File: config.mk
export PLATFORM = sky130hd
export DESIGN_NAME = reg_read_flat
export DESIGN_NICKNAME = d
export VERILOG_FILES = /design/src/rtl/reg_read_if.sv /design/src/rtl/reg_read.sv /design/src/flat_wrapper.sv
export SDC_FILE = /design/constraint.sdc
export NUM_CORES = 2
export LEC_CHECK = 0
export CAP_MARGIN = 20
export CORE_MARGIN = 8
export CORE_UTILIZATION = 30
export DETAILED_ROUTE_END_ITERATION = 6
export GPL_TIMING_DRIVEN = 1
export PLACE_DENSITY = 0.58
export SYNTH_ARGS = -nofsm -noshare
export SYNTH_HDL_FRONTEND = slang
export SYNTH_SLANG_ARGS = --single-unit
File: constraint.sdc
create_clock -name clk -period 3.6 [get_ports clk]
set_input_delay 0.9 -clock clk [delete_from_list [all_inputs] [get_ports clk]]
set_output_delay 0.9 -clock clk [all_outputs]
set_load 0.005 [all_outputs]
File: src/rtl/reg_read_if.sv
// Operand-read port bundle: write-back port, decode issue request and registered operand outputs.
interface reg_read_if #(
  parameter int unsigned WIDTH = 32
) ();
  localparam int unsigned AW = 5;

  logic             regwr;
  logic [AW-1:0]    rw;
  logic [WIDTH-1:0] busW;
  logic [1:0]       fpoint;

  logic             id_valid;
  logic             id_ready;
  logic [AW-1:0]    ra;
  logic [AW-1:0]    rb;
  logic             rfp_a;
  logic             rfp_b;
  logic             id_regwr;
  logic [AW-1:0]    id_rw;
  logic             id_fp;
  logic             id_load;

  logic             q_valid;
  logic [WIDTH-1:0] busA;
  logic [WIDTH-1:0] busB;

  modport master (
    output regwr, rw, busW, fpoint,
    output id_valid, ra, rb, rfp_a, rfp_b, id_regwr, id_rw, id_fp, id_load,
    input  id_ready, q_valid, busA, busB
  );

  modport slave (
    input  regwr, rw, busW, fpoint,
    input  id_valid, ra, rb, rfp_a, rfp_b, id_regwr, id_rw, id_fp, id_load,
    output id_ready, q_valid, busA, busB
  );
endinterface

File: src/rtl/reg_read.sv
// Operand-read stage: integer/FP register banks, load scoreboard and registered operand outputs.
// Optional same-cycle write-back forwarding is enabled by defining REG_READ_WB_BYPASS_EN.
module reg_read #(
  parameter int unsigned WIDTH = 32
) (
  input  logic       clk,
  input  logic       rst_n,
  reg_read_if.slave  bus
);
  localparam int unsigned AW   = 5;
  localparam int unsigned NREG = 32;

  logic [WIDTH-1:0] r_int_bank [NREG];
  logic [WIDTH-1:0] r_fp_bank  [NREG];
  logic [NREG-1:0]  r_pend_int;
  logic [NREG-1:0]  r_pend_fp;
  logic             r_q_valid;
  logic [WIDTH-1:0] r_bus_a;
  logic [WIDTH-1:0] r_bus_b;

  logic             w_wb_fp_sel;
  logic             w_wb_int;
  logic             w_wb_fp;
  logic             w_unused_fpoint_hi;

  logic             w_a_r0;
  logic             w_a_hit;
  logic             w_a_pend;
  logic             w_a_blk;
  logic [WIDTH-1:0] w_a_arr;
  logic [WIDTH-1:0] w_a_val;

  logic             w_b_r0;
  logic             w_b_hit;
  logic             w_b_pend;
  logic             w_b_blk;
  logic [WIDTH-1:0] w_b_arr;
  logic [WIDTH-1:0] w_b_val;

  logic             w_ready;
  logic             w_accept;
  logic             w_set_int;
  logic             w_set_fp;
  logic [NREG-1:0]  w_pend_int_nxt;
  logic [NREG-1:0]  w_pend_fp_nxt;

  // Write-back decode; integer r0 writes are dropped here so they never touch array or scoreboard
  assign w_wb_fp_sel        = bus.fpoint[0];
  assign w_unused_fpoint_hi = bus.fpoint[1];
  assign w_wb_int           = bus.regwr & ~w_wb_fp_sel & (bus.rw != AW'(0));
  assign w_wb_fp            = bus.regwr & w_wb_fp_sel;

  always_comb begin
    w_a_r0   = ~bus.rfp_a & (bus.ra == AW'(0));
    w_a_hit  = (bus.rfp_a ? w_wb_fp : w_wb_int) & (bus.rw == bus.ra);
    w_a_pend = bus.rfp_a ? r_pend_fp[bus.ra] : r_pend_int[bus.ra];
    w_a_arr  = bus.rfp_a ? r_fp_bank[bus.ra] : r_int_bank[bus.ra];
`ifdef REG_READ_WB_BYPASS_EN
    w_a_blk  = w_a_pend & ~w_a_hit;
    w_a_val  = w_a_r0 ? '0 : (w_a_hit ? bus.busW : w_a_arr);
`else
    // Without forwarding a same-cycle write-back target must wait for the array update
    w_a_blk  = w_a_pend | w_a_hit;
    w_a_val  = w_a_r0 ? '0 : w_a_arr;
`endif
  end

  always_comb begin
    w_b_r0   = ~bus.rfp_b & (bus.rb == AW'(0));
    w_b_hit  = (bus.rfp_b ? w_wb_fp : w_wb_int) & (bus.rw == bus.rb);
    w_b_pend = bus.rfp_b ? r_pend_fp[bus.rb] : r_pend_int[bus.rb];
    w_b_arr  = bus.rfp_b ? r_fp_bank[bus.rb] : r_int_bank[bus.rb];
`ifdef REG_READ_WB_BYPASS_EN
    w_b_blk  = w_b_pend & ~w_b_hit;
    w_b_val  = w_b_r0 ? '0 : (w_b_hit ? bus.busW : w_b_arr);
`else
    w_b_blk  = w_b_pend | w_b_hit;
    w_b_val  = w_b_r0 ? '0 : w_b_arr;
`endif
  end

  assign w_ready   = ~(w_a_blk | w_b_blk);
  assign w_accept  = bus.id_valid & w_ready;
  assign w_set_int = w_accept & bus.id_regwr & bus.id_load & ~bus.id_fp & (bus.id_rw != AW'(0));
  assign w_set_fp  = w_accept & bus.id_regwr & bus.id_load & bus.id_fp;

  // Scoreboard next state: clear on write-back first, so a same-cycle new load wins
  always_comb begin
    w_pend_int_nxt = r_pend_int;
    w_pend_fp_nxt  = r_pend_fp;
    if (w_wb_int) w_pend_int_nxt[bus.rw] = 1'b0;
    if (w_wb_fp)  w_pend_fp_nxt[bus.rw]  = 1'b0;
    if (w_set_int) w_pend_int_nxt[bus.id_rw] = 1'b1;
    if (w_set_fp)  w_pend_fp_nxt[bus.id_rw]  = 1'b1;
  end

  always_ff @(posedge clk or negedge rst_n) begin
    if (!rst_n) begin
      r_pend_int <= '0;
      r_pend_fp  <= '0;
    end else begin
      r_pend_int <= w_pend_int_nxt;
      r_pend_fp  <= w_pend_fp_nxt;
    end
  end

  always_ff @(posedge clk or negedge rst_n) begin
    if (!rst_n) begin
      for (int unsigned i = 0; i < NREG; i++) begin
        r_int_bank[i] <= '0;
        r_fp_bank[i]  <= '0;
      end
    end else begin
      if (w_wb_int) r_int_bank[bus.rw] <= bus.busW;
      if (w_wb_fp)  r_fp_bank[bus.rw]  <= bus.busW;
    end
  end

  // Operand register: valid pulses only on accept, data holds through bubbles
  always_ff @(posedge clk or negedge rst_n) begin
    if (!rst_n) begin
      r_q_valid <= 1'b0;
      r_bus_a   <= '0;
      r_bus_b   <= '0;
    end else begin
      r_q_valid <= w_accept;
      if (w_accept) begin
        r_bus_a <= w_a_val;
        r_bus_b <= w_b_val;
      end
    end
  end

  assign bus.id_ready = w_ready;
  assign bus.q_valid  = r_q_valid;
  assign bus.busA     = r_bus_a;
  assign bus.busB     = r_bus_b;
endmodule

File: src/flat_wrapper.sv
// flat-port wrapper written by rule: the top's interface ports become plain ports
module reg_read_flat 
#(
  parameter int unsigned WIDTH = 32
)
  (clk, rst_n, bus_regwr, bus_rw, bus_busW, bus_fpoint, bus_id_valid, bus_ra, bus_rb, bus_rfp_a, bus_rfp_b, bus_id_regwr, bus_id_rw, bus_id_fp, bus_id_load, bus_id_ready, bus_q_valid, bus_busA, bus_busB);
  reg_read_if #(.WIDTH(WIDTH)) bus_i ();
  input  logic clk;
  input  logic rst_n;
  input wire logic [$bits(bus_i.regwr)-1:0] bus_regwr;
  input wire logic [$bits(bus_i.rw)-1:0] bus_rw;
  input wire logic [$bits(bus_i.busW)-1:0] bus_busW;
  input wire logic [$bits(bus_i.fpoint)-1:0] bus_fpoint;
  input wire logic [$bits(bus_i.id_valid)-1:0] bus_id_valid;
  input wire logic [$bits(bus_i.ra)-1:0] bus_ra;
  input wire logic [$bits(bus_i.rb)-1:0] bus_rb;
  input wire logic [$bits(bus_i.rfp_a)-1:0] bus_rfp_a;
  input wire logic [$bits(bus_i.rfp_b)-1:0] bus_rfp_b;
  input wire logic [$bits(bus_i.id_regwr)-1:0] bus_id_regwr;
  input wire logic [$bits(bus_i.id_rw)-1:0] bus_id_rw;
  input wire logic [$bits(bus_i.id_fp)-1:0] bus_id_fp;
  input wire logic [$bits(bus_i.id_load)-1:0] bus_id_load;
  output wire logic [$bits(bus_i.id_ready)-1:0] bus_id_ready;
  output wire logic [$bits(bus_i.q_valid)-1:0] bus_q_valid;
  output wire logic [$bits(bus_i.busA)-1:0] bus_busA;
  output wire logic [$bits(bus_i.busB)-1:0] bus_busB;
  assign bus_i.regwr = bus_regwr;
  assign bus_i.rw = bus_rw;
  assign bus_i.busW = bus_busW;
  assign bus_i.fpoint = bus_fpoint;
  assign bus_i.id_valid = bus_id_valid;
  assign bus_i.ra = bus_ra;
  assign bus_i.rb = bus_rb;
  assign bus_i.rfp_a = bus_rfp_a;
  assign bus_i.rfp_b = bus_rfp_b;
  assign bus_i.id_regwr = bus_id_regwr;
  assign bus_i.id_rw = bus_id_rw;
  assign bus_i.id_fp = bus_id_fp;
  assign bus_i.id_load = bus_id_load;
  assign bus_id_ready = bus_i.id_ready;
  assign bus_q_valid = bus_i.q_valid;
  assign bus_busA = bus_i.busA;
  assign bus_busB = bus_i.busB;
  reg_read #(.WIDTH(WIDTH)) u_core (.clk(clk), .rst_n(rst_n), .bus(bus_i));
endmodule
==> summary.md <==
| Metric | Value |
|---|---|
| Outcome | `complete, but fails checks` |
| Failing checks | `setup timing` |
| Die Span Y | `639 µm` |
| Most common cell in the netlist | `dfrtp_1` |
| Dominant cell type by area after synthesis | `dfrtp_1` |
| Synth Area per Inst | `14.6 µm²` |
| Vias in the first global route | `82181` |
| Measured slew at the worst slew-check pin | `1.24 ns` |
| CTS sink cnt | `2177` |
| Asr flop ratio synth | `100%` |
| Initial antenna violation count | `31` |
| Worst r2r src | `u_core.r_pend_fp[24]` |
| Synthesis Warnings | `0` |
| Vias after detailed routing | `between 70000 and 80000` |
| CP Cell Sequence | `clkdlybuf4s50_1, buf_4, xor2_1, a2111oi_0, o2111ai_1, and3_1, nand4_4, nor2b_4, buf_2` |
| Yosys cell types | `between 60 and 70` |
| Vias/cell | `5.81` |
| Top cells by area, synth | `dfrtp_1 47%, mux2_2 20%, mux4_2 17%` |
| Die ar. | `a little over 400000 µm²` |
| Clock slew at reported path FFs | `0.06 ns` |
| Most used flip-flop cell after synthesis | `dfrtp_1` |
| Clock root cell | `clkbuf_16` |
| Setup violators final | `1` |
| Worst EP arrival | `2.81 ns` |
| Min Tclk post-route | `3.71 ns` |
| Pwr/cell area | `about 500 nW/µm²` |
| Crit path kind | `input port to output port` |
| Routed wire length | `431 mm` |
| TritonCTS clock tree | `built` |
| Met2 usage | `32.9%` |
| Detail Placement HPWL | `around 280 mm` |
| Critical-path top delay cell | `a2111oi_0` |
| Remaining global-route overflow | `0` |
| Die W | `639 µm` |
| Combined area of the multi-input logic cells | `57800 µm²` |
| GR peak layer | `met2` |
| VDD IR max | `approximately 0.38 mV` |
| Filler cell count | `36583` |
| Final Worst Setup Slack | `-0.112 ns` |
| GRT Total Usage | `between 20% and 30%` |
| Fin. Hold Viols | `0` |
| Number of I/O pins | `129` |
| Area Overhead vs Synth | `17.6%` |
| Max Clk Rate | `269 MHz` |
| Post-synthesis cell area | `116000 µm²` |
| Largest net degree at the start of global routing | `between 100 and 150` |
| First-pass GRT wire length | `617 mm` |
| Met3 Resource Use GR | `slightly below 4%` |
| Htree depth | `4` |
| RSZ-0062 raised after global routing | `yes` |
| Clock tree buffer depth | `4` |
| Critical path origin | `bus_rw[2]` |
| Synth Register Bits | `2177` |
| Fin util | `between 30% and 40%` |
| Hold Slack | `0.338 ns` |
| Tcrit/Tclk final | `103%` |
| Place WS | `-0.504 ns` |
| Grt met1 use | `26.0%` |
| Num rows | `approximately 230` |
| Final TNS setup | `-0.112 ns` |
| DRT antenna net count | `0` |
| Leak | `59.8 nW` |
| Port bufs | `127` |
| Synth cell count leaders | `2177 x dfrtp_1, 2092 x mux2_2, 876 x mux4_2` |
| Placeable Area | `between 300000 and 400000 µm²` |
| Share of cells above drive strength 1 | `50.8%` |
| CP max FO | `2` |
| DRT iter0 DRCs | `7766` |
| Rel. slew slack | `16.7%` |
| EDFF count, synth | `0` |
| Critical Path Sink Type | `output port` |
| Hold Crit Start | `bus_busW[16]` |
| Final nets | `around 8200` |
| TritonCTS Buffers | `231` |
| Post-synth top area share | `46.8%` |
| Syn nets | `~8000` |
| Register area | `54500 µm²` |
| Worst setup SP type | `input port` |
| Max-cap violations | `0` |
| Post-DR wirelength/cell | `31.8 µm` |
| Max stage delay on crit path | `0.44 ns` |
| Post-synthesis cell count | `7941` |
| Overall Power | `68.0 mW` |
| Hold Path Class | `input port to flop` |
| DRC | `0` |
| Worst Path Required | `about 2.7 ns` |
| Seq/Total Area, Yosys | `46.8%` |
| Final Slew Violations | `0` |
| Clock Latency Late Sink | `0.92 ns` |
| Pre-Repair DR Iteration Count | `6` |
| Initial Utilization | `30.2%` |
| Setup Skew | `0.0511 ns` |
| Routability Congestion | `just over 0.9` |
## worst max-delay path: cells and delay by family
family	cells	cell delay (ns)
XOR/XNOR	1	0.13
AO/OA/AOI/OAI	2	0.61
AND/OR/NAND/NOR	3	0.47
buffers and inverters	3	0.69
## stage by stage
step | cells | instance area [µm²]
floorplan | 7941 | 116000
global placement | 13094 | 128000
detailed placement | 13095 | 128000
CTS | 13512 | 136000
global route | 13539 | 137000
finish | 13542 | 137000
## registers in the layout, indices dropped and copies added, names as in the netlist
register	flops
u_core.r_fp_bank	1024
u_core.bus.busB	32
u_core.r_pend_int	32
u_core.r_pend_fp	32
u_core.bus.busA	32
u_core.bus.q_valid	1
u_core.r_int_bank	1024
## worst paths after layout
check	endpoint	slack, ns	depth (start not counted)
setup / recovery	bus_id_ready	-0.11	9
min in group asynchronous	u_core.r_fp_bank[378]	0.69	2
setup reg to reg	u_core.r_pend_fp[27]	0.48	10
max in group asynchronous	u_core.r_int_bank[560]	1.67	4
hold reg to reg	u_core.r_int_bank[1020]	0.40	0
hold / removal	u_core.r_fp_bank[48]	0.34	2
## where the power goes
part	internal (mW)	switching, mW	total (mW)
logic	6.87	5.61	12.5
registers	27.7	2.57	30.3
clock network	14.9	10.3	25.2
total	49.5	18.5	68.0
## routing by layer
metal / vias to the layer above / part of all wire (%)
li1: 31150 / -
met1: 42628 / 39
met2: 3663 / 47
met3: 1191 / 7.3
met4: 10 / 6.9
met5: - / 0.016
## cell families after synthesis
| family | Yosys count | synth area share [%] |
|---|---|---|
| compound gates | 795 | 4.90 |
| buf+inv | 950 | 3.96 |
| mux | 3546 | 42.3 |
| xor+xnor | 10 | 0.0753 |
| simple gates | 463 | 1.88 |
| flops | 2177 | 46.8 |
## layout make-up
| class | count | area share, % |
|---|---|---|
| sequential | 2177 | 39.8 |
| clock buffer | 358 | 5.10 |
| antenna | 9 | 0.0165 |
| clock inverter | 57 | 0.659 |
| timing repair buffer | 899 | 7.27 |
| inverter | 53 | 0.156 |
| tap | 5175 | 4.73 |
| multi-input combinational | 4814 | 42.2 |
## what timing repair did
action,in CTS,in global routing
pin swaps,2,0
hold buffers,1,0
hold endpoints to repair,1,0
setup buffers,3,0
endpoints found under the setup margin,1,1
gates resized for setup,16,0
## placed cells by master (no fill, tap or decap), drive strengths merged, types with 26 or more instances in the layout
master | netlist | routed
a221oi | 125 | 125
inv | 51 | 56
buf | 311 | 815
a32o | 29 | 29
a211oi | 27 | 27
clkinv | 2 | 30
a21oi | 168 | 168
o21ai | 116 | 116
nor3 | 68 | 68
nand3 | 37 | 37
o22ai | 38 | 38
nor2 | 125 | 125
o221ai | 92 | 92
dfrtp | 2177 | 2177
mux4 | 886 | 886
a22o | 26 | 26
clkdlybuf4s50 | 0 | 81
a22oi | 84 | 84
nand2 | 137 | 137
mux2i | 565 | 565
clkbuf | 583 | 360
mux2 | 2095 | 2095
No activity file was read; power rests on OpenSTA's default activity.
